### src/rtl/lander_pkg.sv
// Shared types and default constants for the lunar lander game engine.
package lander_pkg;

    typedef enum logic [1:0] {
        IDLE    = 2'd0,
        FLYING  = 2'd1,
        LANDED  = 2'd2,
        CRASHED = 2'd3
    } state_e;

    localparam int DEF_FUEL_INIT = 120;
    localparam int DEF_VEL_INIT  = -50;
    localparam int DEF_ALT_INIT  = 500;
    localparam int DEF_GRAVITY   = 5;
    localparam int DEF_SAFE_VEL  = 10;

    // Clamp a signed value into the range of a w-bit two's complement number.
    function automatic int sat_signed(input int v, input int w);
        int hi;
        int lo;
        hi = (1 << (w - 1)) - 1;
        lo = -hi - 1;
        if (v > hi)      return hi;
        else if (v < lo) return lo;
        else             return v;
    endfunction

endpackage

### src/rtl/step_divider.sv
// Divides clk_2 into game-step enables: tick is high on every TICK_DIV-th enabled cycle.
module step_divider #(
    parameter int TICK_DIV = 1
) (
    input  logic clk_2,
    input  logic reset_n,
    input  logic clear,
    input  logic enable,
    output logic tick
);

    localparam int CW = (TICK_DIV > 1) ? $clog2(TICK_DIV) : 1;
    localparam logic [CW-1:0] LAST = CW'(TICK_DIV - 1);

    logic [CW-1:0] cnt;

    assign tick = enable && (cnt == LAST);

    always_ff @(posedge clk_2 or negedge reset_n) begin
        if (!reset_n)       cnt <= '0;
        else if (clear)     cnt <= '0;
        else if (enable)    cnt <= (cnt == LAST) ? '0 : cnt + 1'b1;
    end

endmodule

### src/rtl/lunar_lander_core.sv
// Lunar landing game engine: fuel/velocity/altitude advanced once per game step,
// with start/restart control and a LANDED/CRASHED verdict at touchdown.
module lunar_lander_core
    import lander_pkg::*;
#(
    parameter int W_FUEL    = 8,
    parameter int W_VEL     = 12,
    parameter int W_ALT     = 12,
    parameter int W_BURN    = 7,
    parameter int W_STEPS   = 8,
    parameter int FUEL_INIT = DEF_FUEL_INIT,
    parameter int VEL_INIT  = DEF_VEL_INIT,
    parameter int ALT_INIT  = DEF_ALT_INIT,
    parameter int GRAVITY   = DEF_GRAVITY,
    parameter int SAFE_VEL  = DEF_SAFE_VEL,
    parameter int TICK_DIV  = 1
) (
    input  logic                    clk_2,
    input  logic                    reset_n,
    input  logic                    start,
    input  logic [W_BURN-1:0]       burn,
    output logic [W_FUEL-1:0]       fuel,
    output logic signed [W_VEL-1:0] velocity,
    output logic [W_ALT-1:0]        altitude,
    output logic [1:0]              state,
    output logic                    step,
    output logic [W_STEPS-1:0]      steps
);

    // Internal width covers every operand plus sign and one carry bit.
    localparam int WMAX = (W_VEL > W_ALT) ? ((W_VEL > W_FUEL) ? W_VEL : W_FUEL)
                                          : ((W_ALT > W_FUEL) ? W_ALT : W_FUEL);
    localparam int IW = WMAX + 2;

    state_e st, st_nx;
    logic   tick, restart, touchdown, landed_ok;

    logic [W_FUEL-1:0]       act;
    logic signed [IW-1:0]    vel_x, alt_n;
    logic signed [W_VEL-1:0] vel_sat;
    logic [W_ALT-1:0]        alt_sat;

    assign state   = st;
    assign restart = start && (st == LANDED || st == CRASHED);

    step_divider #(.TICK_DIV(TICK_DIV)) u_div (
        .clk_2  (clk_2),
        .reset_n(reset_n),
        .clear  (st != FLYING),
        .enable (st == FLYING),
        .tick   (tick)
    );

    always_comb begin
        act       = (burn < fuel) ? W_FUEL'(burn) : fuel;
        vel_x     = IW'(velocity) - IW'(GRAVITY) + $signed(IW'(act));
        vel_sat   = W_VEL'(sat_signed(int'(vel_x), W_VEL));
        alt_n     = $signed(IW'(altitude)) + IW'(velocity);
        alt_sat   = (alt_n > IW'((1 << W_ALT) - 1)) ? '1 : alt_n[W_ALT-1:0];
        touchdown = (alt_n <= 0);
        landed_ok = (int'(velocity) >= -SAFE_VEL);
    end

    always_ff @(posedge clk_2 or negedge reset_n) begin
        if (!reset_n) st <= IDLE;
        else          st <= st_nx;
    end

    always_comb begin
        st_nx = st;
        case (st)
            IDLE:            if (start) st_nx = FLYING;
            FLYING:          if (tick && touchdown) st_nx = landed_ok ? LANDED : CRASHED;
            LANDED, CRASHED: if (start) st_nx = FLYING;
            default:         st_nx = IDLE;
        endcase
    end

    always_ff @(posedge clk_2 or negedge reset_n) begin
        if (!reset_n) begin
            fuel     <= W_FUEL'(FUEL_INIT);
            velocity <= W_VEL'(VEL_INIT);
            altitude <= W_ALT'(ALT_INIT);
            steps    <= '0;
            step     <= 1'b0;
        end else begin
            step <= tick;
            if (restart) begin
                fuel     <= W_FUEL'(FUEL_INIT);
                velocity <= W_VEL'(VEL_INIT);
                altitude <= W_ALT'(ALT_INIT);
                steps    <= '0;
            end else if (tick) begin
                steps <= (steps == '1) ? steps : steps + 1'b1;
                // On touchdown fuel and velocity hold so velocity reports impact speed.
                if (touchdown) begin
                    altitude <= '0;
                end else begin
                    fuel     <= fuel - act;
                    velocity <= vel_sat;
                    altitude <= alt_sat;
                end
            end
        end
    end

endmodule

### config.mk
export PLATFORM = sky130hd
export DESIGN_NAME = lunar_lander_core
export DESIGN_NICKNAME = d
export VERILOG_FILES = /design/src/rtl/lander_pkg.sv /design/src/rtl/step_divider.sv /design/src/rtl/lunar_lander_core.sv
export SDC_FILE = /design/constraint.sdc
export NUM_CORES = 1
export LEC_CHECK = 0
export CAP_MARGIN = 20
export CORE_MARGIN = 5
export CORE_UTILIZATION = 41
export CTS_BUF_LIST = sky130_fd_sc_hd__clkbuf_8
export CTS_CLUSTER_SIZE = 40
export DETAILED_ROUTE_END_ITERATION = 10
export GPL_ROUTABILITY_DRIVEN = 1
export HOLD_SLACK_MARGIN = 0.1
export PLACE_DENSITY = 0.73
export SETUP_SLACK_MARGIN = 0.3
export SLEW_MARGIN = 20
export SYNTH_ARGS = -nofsm -noshare
export SYNTH_HDL_FRONTEND = slang
export SYNTH_HIERARCHICAL = 1
export SYNTH_SLANG_ARGS = --single-unit
### constraint.sdc
create_clock -name clk_2 -period 4.05 [get_ports clk_2]
set_input_delay 0.405 -clock clk_2 [delete_from_list [all_inputs] [get_ports clk_2]]
set_output_delay 0.405 -clock clk_2 [all_outputs]
set_load 0.1 [all_outputs]
==> flow_summary.toml, run 1 <==
[critical_path]
rr_endpoint = "velocity[7]"
critical_path_class = "reg2reg"
crit_chain = "inv_4 > ha_4 > o2111ai_2 > o211ai_1 > buf_4 > and2_4 > nor2_2 > a21oi_2 > xor2_1 > ha_1 > nor2b_2 > o31a_1 > o41ai_4 > o21ba_2 > nor2b_4 > o32ai_4 > buf_6 > a211oi_1 > o21ai_1"
timing.rr.start = "fuel[5]"
rrSetupSlack_ns = -0.07
critPathArrivalTime_ns = 4.32
critPathLaunch = "fuel[5]"
start_kind = "register"
cp_data_required_time_ns = 4.24
r2r_cells = 19
cp_slowest_cell = "dfstp_4"
critical-path-max-stage-delay_ns = 0.64
worst_setup_path_end_kind = "register"
cp-endpoint = "velocity[7]"
crit_fanout = 5

[global_routing]
grt_pass1_vias = 4125
antenna_found_initial = 0
met2_usage = 0.373
grt_max_degree = 44
overflow = 0
busiest_layer = "met2"
gr-usage-met1 = 0.271
grt.met3_usage = 0.0266
grt.total_usage = 0.212
grt_pass1_wl_um = 20200

[synthesis]
synth_top_area_frac = 0.150
synth_edf_count = 0
synth_common_cells = "nor2_1, nand2_1, ha_1, inv_1, a21oi_1"
ys_async_sr_fraction = 1.00
netlist_area_sq_um = 4010
synth_cells = 493
synth.area.top_cells = "dfrtp_1, ha_1, dfstp_2"
seq_area_frac_synth = 0.274
ys_warn_count = 6
synth_area_per_cell_sq_um = 8.13
netlist-cell-type-count = 65
syn-num-nets = 546
synth_flop_cell = "dfrtp_1"
yosysMostFrequentCell = "nor2_1"
synth_area_leader_cell = "dfrtp_1"
synth.ff_latch_count = 43

[floorplanning]
die_w_um = 109
coreArea_sq_um = 9640
rows = 36
die_y_um = 109
initial_core_util = 0.416
die_area_sq_um = 11900
ioPinCount = 53

[final_layout]
ff_latch_area_sq_um = 1120
n_antenna_cell = 0
final_nets = 657
fillers = 884
area_growth_pct = 41.2
final_util = 0.588
instances_no_fill = 738
drive_gt1_frac = 0.266
multiInputGateArea_sq_um = 2990

[sta]
skew_ns = 0.0108
finalCritPeriodShare = 1.02
drv_slew = 0
setup_violations = 11
fin_setup_tns_ns = -0.630
period_needed_ns = 4.12
hold_viol_final = 0
layout_setup_ws_ns = -0.0744
fmax_mhz = 242
max_slew_margin = 0.326
fin_hold_ws_ns = 0.0857
rsz0062_at_grt = "true"
tightest_slew_ns = 1.01

[clock_tree]
numClockSinks = 43
cts_tree = "done"
htree_levels = 2
cts.path.max_buffers = 2
cts_buffers = 5
clk_pin_slew_ns = 0.09
cts_root_buf = "clkbuf_8"
holdBufCountCts = 0
clock_latency_ns = 0.30

[outcome]
run_status = "finished with violations"
violations = "negative setup slack"

[drt]
vias_per_cell = 5.69
routed_wl_um = 12100
dr_total_vias = 4196
dr.pass1.iters = 5
drt_iter0_drc = 233
drc_errors = 0
wire_per_inst_um = 16.4
ant_nets = 0

[placed_design]
place_hpwl_um = 9020
place_inst = 715
port_buffers = 52
gp_congestion = 0.920

[run]
max-cap-violations = 0

[min_path]
hold_class = "in2async"
metrics by stage:
stage	setup slack, ns	cell area, sq um
2_1_floorplan	-0.438	4190
3_3_place_gp	-0.498	5190
3_5_place_dp	-0.659	5190
4_1_cts	-0.0500	5610
5_1_grt	-0.313	5660
6_report	-0.0744	5660
per-layer routing:
layer  share of wire  up-vias
met2            0.50      149
met5               0        -
met4           0.019        0
met1            0.43     2009
li1                -     2014
met3           0.057       24
cells in the final DEF, fill, tap and decap left out, types with 5 or more instances in the layout:
master and count:
xor2_1 10, nor2b_1 5, nand3_1 12, o211ai_1 13, xnor2_1 13, o21ai_1 6
clkdlybuf4s50_1 49, o21a_1 6, dfstp_2 15, buf_6 5, nor2_1 48, ha_4 9
a211oi_1 9, inv_1 32, buf_4 67, o22ai_1 7, nand2_1 39, a21o_1 9
o21ai_0 24, ha_1 31, a21oi_1 35, nand2b_1 11, dfrtp_1 20, clkbuf_8 5
nor3_1 6, and3_1 6
state kept, by name, indices dropped and copies added (netlist names):
| signal | cells |
|---|---|
| altitude | 12 |
| velocity | 12 |
| fuel | 8 |
| steps | 8 |
| state | 2 |
| step | 1 |
final cells by class:
| cell class | instances | area share |
|---|---|---|
| multi-input combinational | 390 | 0.528 |
| clock buffer | 5 | 0.0121 |
| tap | 133 | 0.0294 |
| timing repair buffer | 124 | 0.192 |
| clock inverter | 3 | 0.0119 |
| sequential | 43 | 0.199 |
| inverter | 40 | 0.0283 |
worst max-delay path: cells and delay by family, from the launching register on:
family          cells  cell delay, ns
flops               1            0.64
xor+xnor            1            0.19
compound gates      9            1.70
buf+inv             3            0.38
simple gates        4            0.58
fa+ha+maj           2            0.52
repair_timing:
item | CTS | global route
gates cloned | 1 | 0
setup buffers | 12 | 2
gates resized for setup | 38 | 9
pin swaps | 24 | 2
setup endpoints to repair | 17 | 20
cells by family (layout without fill, tap and decap cells):
kind of cell / Yosys count / count (layout) / share of synthesized area
and+or+nand+nor: 157 / 157 / 0.186
AOI/OAI and AO/OA: 160 / 160 / 0.276
xor gates and xnor gates: 23 / 23 / 0.0502
other: 1 / 1 / 0.000935
muxes: 5 / 5 / 0.0128
buffers and inverters: 60 / 172 / 0.0574
DFF: 43 / 43 / 0.274
adders and majority gates: 44 / 44 / 0.142
worst min-delay path by stage:
stage	to	from
after global routing	steps[6]	reset_n
after detailed placement	altitude[6]	altitude[6]
after floorplan	altitude[0]	reset_n
after global placement	altitude[6]	altitude[6]
final	steps[6]	reset_n
after CTS	steps[6]	reset_n
Power of run 1 is left out: the tool's default activity adds up to more than one toggle a clock period on the data nets, which glitch-free logic cannot reach.
==> run 2: changes to the inputs <==
==> constraint.sdc (replaced) <==
create_clock -name clk_2 -period 3.5 [get_ports clk_2]
set_input_delay 0.35 -clock clk_2 [delete_from_list [all_inputs] [get_ports clk_2]]
set_output_delay 0.35 -clock clk_2 [all_outputs]
set_load 0.1 [all_outputs]
==> run 2 against run 1 <==
Effect of this change:
- the run still ends with negative setup slack left
- via count rose by 7.7%
- die area did not move
- sequential share of layout area fell by 1.4 points
- non-clock buffer count rose by 35
- register-to-register slack got worse by 0.81 ns
==> flow_summary.toml, run 2 (synthesis results as in run 1) <==
[outcome]
run_status = "finished with violations"
violations = "negative setup slack"

[sta]
fin_hold_ws_ns = 0.193
max_slew_margin = 0.323
drv_slew = 0
rsz0062_at_grt = "true"
layout_setup_ws_ns = -0.880
period_needed_ns = 4.38
fmax_mhz = 228
hold_viol_final = 0
finalCritPeriodShare = 1.25
setup_violations = 19
tightest_slew_ns = 1.02
skew_ns = 0.00767

[floorplanning]
ioPinCount = 53
die_area_sq_um = 11900
die_y_um = 109
die_w_um = 109
initial_core_util = 0.416
coreArea_sq_um = 9640
rows = 36

[clock_tree]
cts_buffers = 5
holdBufCountCts = 0
clock_latency_ns = 0.31
numClockSinks = 43
clk_pin_slew_ns = 0.09
cts_tree = "done"
htree_levels = 2
cts.path.max_buffers = 2
cts_root_buf = "clkbuf_8"

[global_routing]
grt_max_degree = 41
overflow = 0
antenna_found_initial = 0
grt_pass1_vias = 4675
grt.total_usage = 0.233
grt_pass1_wl_um = 22200

[drt]
dr.pass1.iters = 5
drt_iter0_drc = 337
ant_nets = 0
routed_wl_um = 14100
dr_total_vias = 4521
vias_per_cell = 5.84
drc_errors = 0
wire_per_inst_um = 18.3

[critical_path]
critical_path_class = "reg2reg"
worst_setup_path_end_kind = "register"
start_kind = "register"
crit_fanout = 6
critPathArrivalTime_ns = 4.59
r2r_cells = 22
cp_data_required_time_ns = 3.71

[placed_design]
port_buffers = 52
gp_congestion = 0.901
place_hpwl_um = 9720

[final_layout]
ff_latch_area_sq_um = 1160
drive_gt1_frac = 0.384
final_common_cell = "buf_4"
layout_common_cells = "buf_4, clkdlybuf4s50_1, nor2_1"
n_antenna_cell = 0
final_util = 0.653
final_nets = 693
fillers = 780
area_growth_pct = 56.9
top_regs = "altitude x12, velocity x12"
multiInputGateArea_sq_um = 3250

[run]
max-cap-violations = 0

[min_path]
hold_class = "in2async"
[run 2: critical path, stage by stage, from the launching register on]
cell and delay [ns]:
dfstp_4 0.65, inv_4 0.04, ha_4 0.25, o2111ai_2 0.12, o211ai_1 0.32, nand2_2 0.16
nor2_1 0.14, a21o_1 0.14, inv_2 0.06, ha_4 0.21, inv_2 0.06, ha_4 0.14
inv_4 0.03, fa_2 0.39, nor2b_2 0.14, o31a_1 0.20, o41ai_4 0.09, o21ba_2 0.24
nor2b_4 0.16, o32ai_4 0.29, buf_6 0.18, a21oi_2 0.04, a211oi_2 0.21
[run 2: routing by layer]
layer	global-route usage	up-vias	wire, um
met1	0.281	2209	5820
met4	0.100	0	467
li1	-	2090	-
met5	0	-	0
met3	0.0456	48	767
met2	0.404	174	7100
[run 2: path summary, 6_finish.rpt]
| path | from | to | slack [ns] |
|---|---|---|---|
| max reg2reg | fuel[3] | velocity[0] | -0.88 |
| min reg2reg | state[0] | state[0] | 0.55 |
| min | reset_n | steps[5] | 0.19 |
| max | fuel[3] | velocity[0] | -0.88 |
| min in group clk_2 | state[0] | state[0] | 0.55 |
| max in group asynchronous | reset_n | altitude[0] | 2.57 |
[run 2: what timing repair did]
action	CTS	global route
setup buffers	14	8
endpoints found under the setup margin	21	24
cloned	3	1
pin swaps	41	21
gates resized for setup	62	36
[run 2: metrics by stage]
step	TNS (ns)	setup WS [ns]	area [sq um]	instances
floorplan	-11.73	-0.980	4300	493
finish	-11.52	-0.880	6290	774
global route	-14.97	-1.07	6290	774
global placement	-13.29	-1.00	5490	740
detailed placement	-15.28	-1.14	5490	740
CTS	-8.54	-0.691	6050	765
[run 2: area by class of cell]
class,instances,share of cell area
multi-input combinational,391,0.517
timing repair buffer,159,0.228
sequential,43,0.185
tap,133,0.0264
inverter,40,0.0262
clock buffer,5,0.0109
clock inverter,3,0.00696
Power of run 2 is left out for the same reason.
==> run 3: changes to the inputs <==
--- a/config.mk
+++ b/config.mk
@@ -5,6 +5,7 @@
 export SDC_FILE = /design/constraint.sdc
 export NUM_CORES = 1
 export LEC_CHECK = 0
+export ABC_AREA = 0
 export CAP_MARGIN = 20
 export CORE_MARGIN = 5
 export CORE_UTILIZATION = 41
==> results of run 3 <==
No change in the layout: final DEF, timing and power equal those of run 2.
Power of run 3 is left out for the same reason.
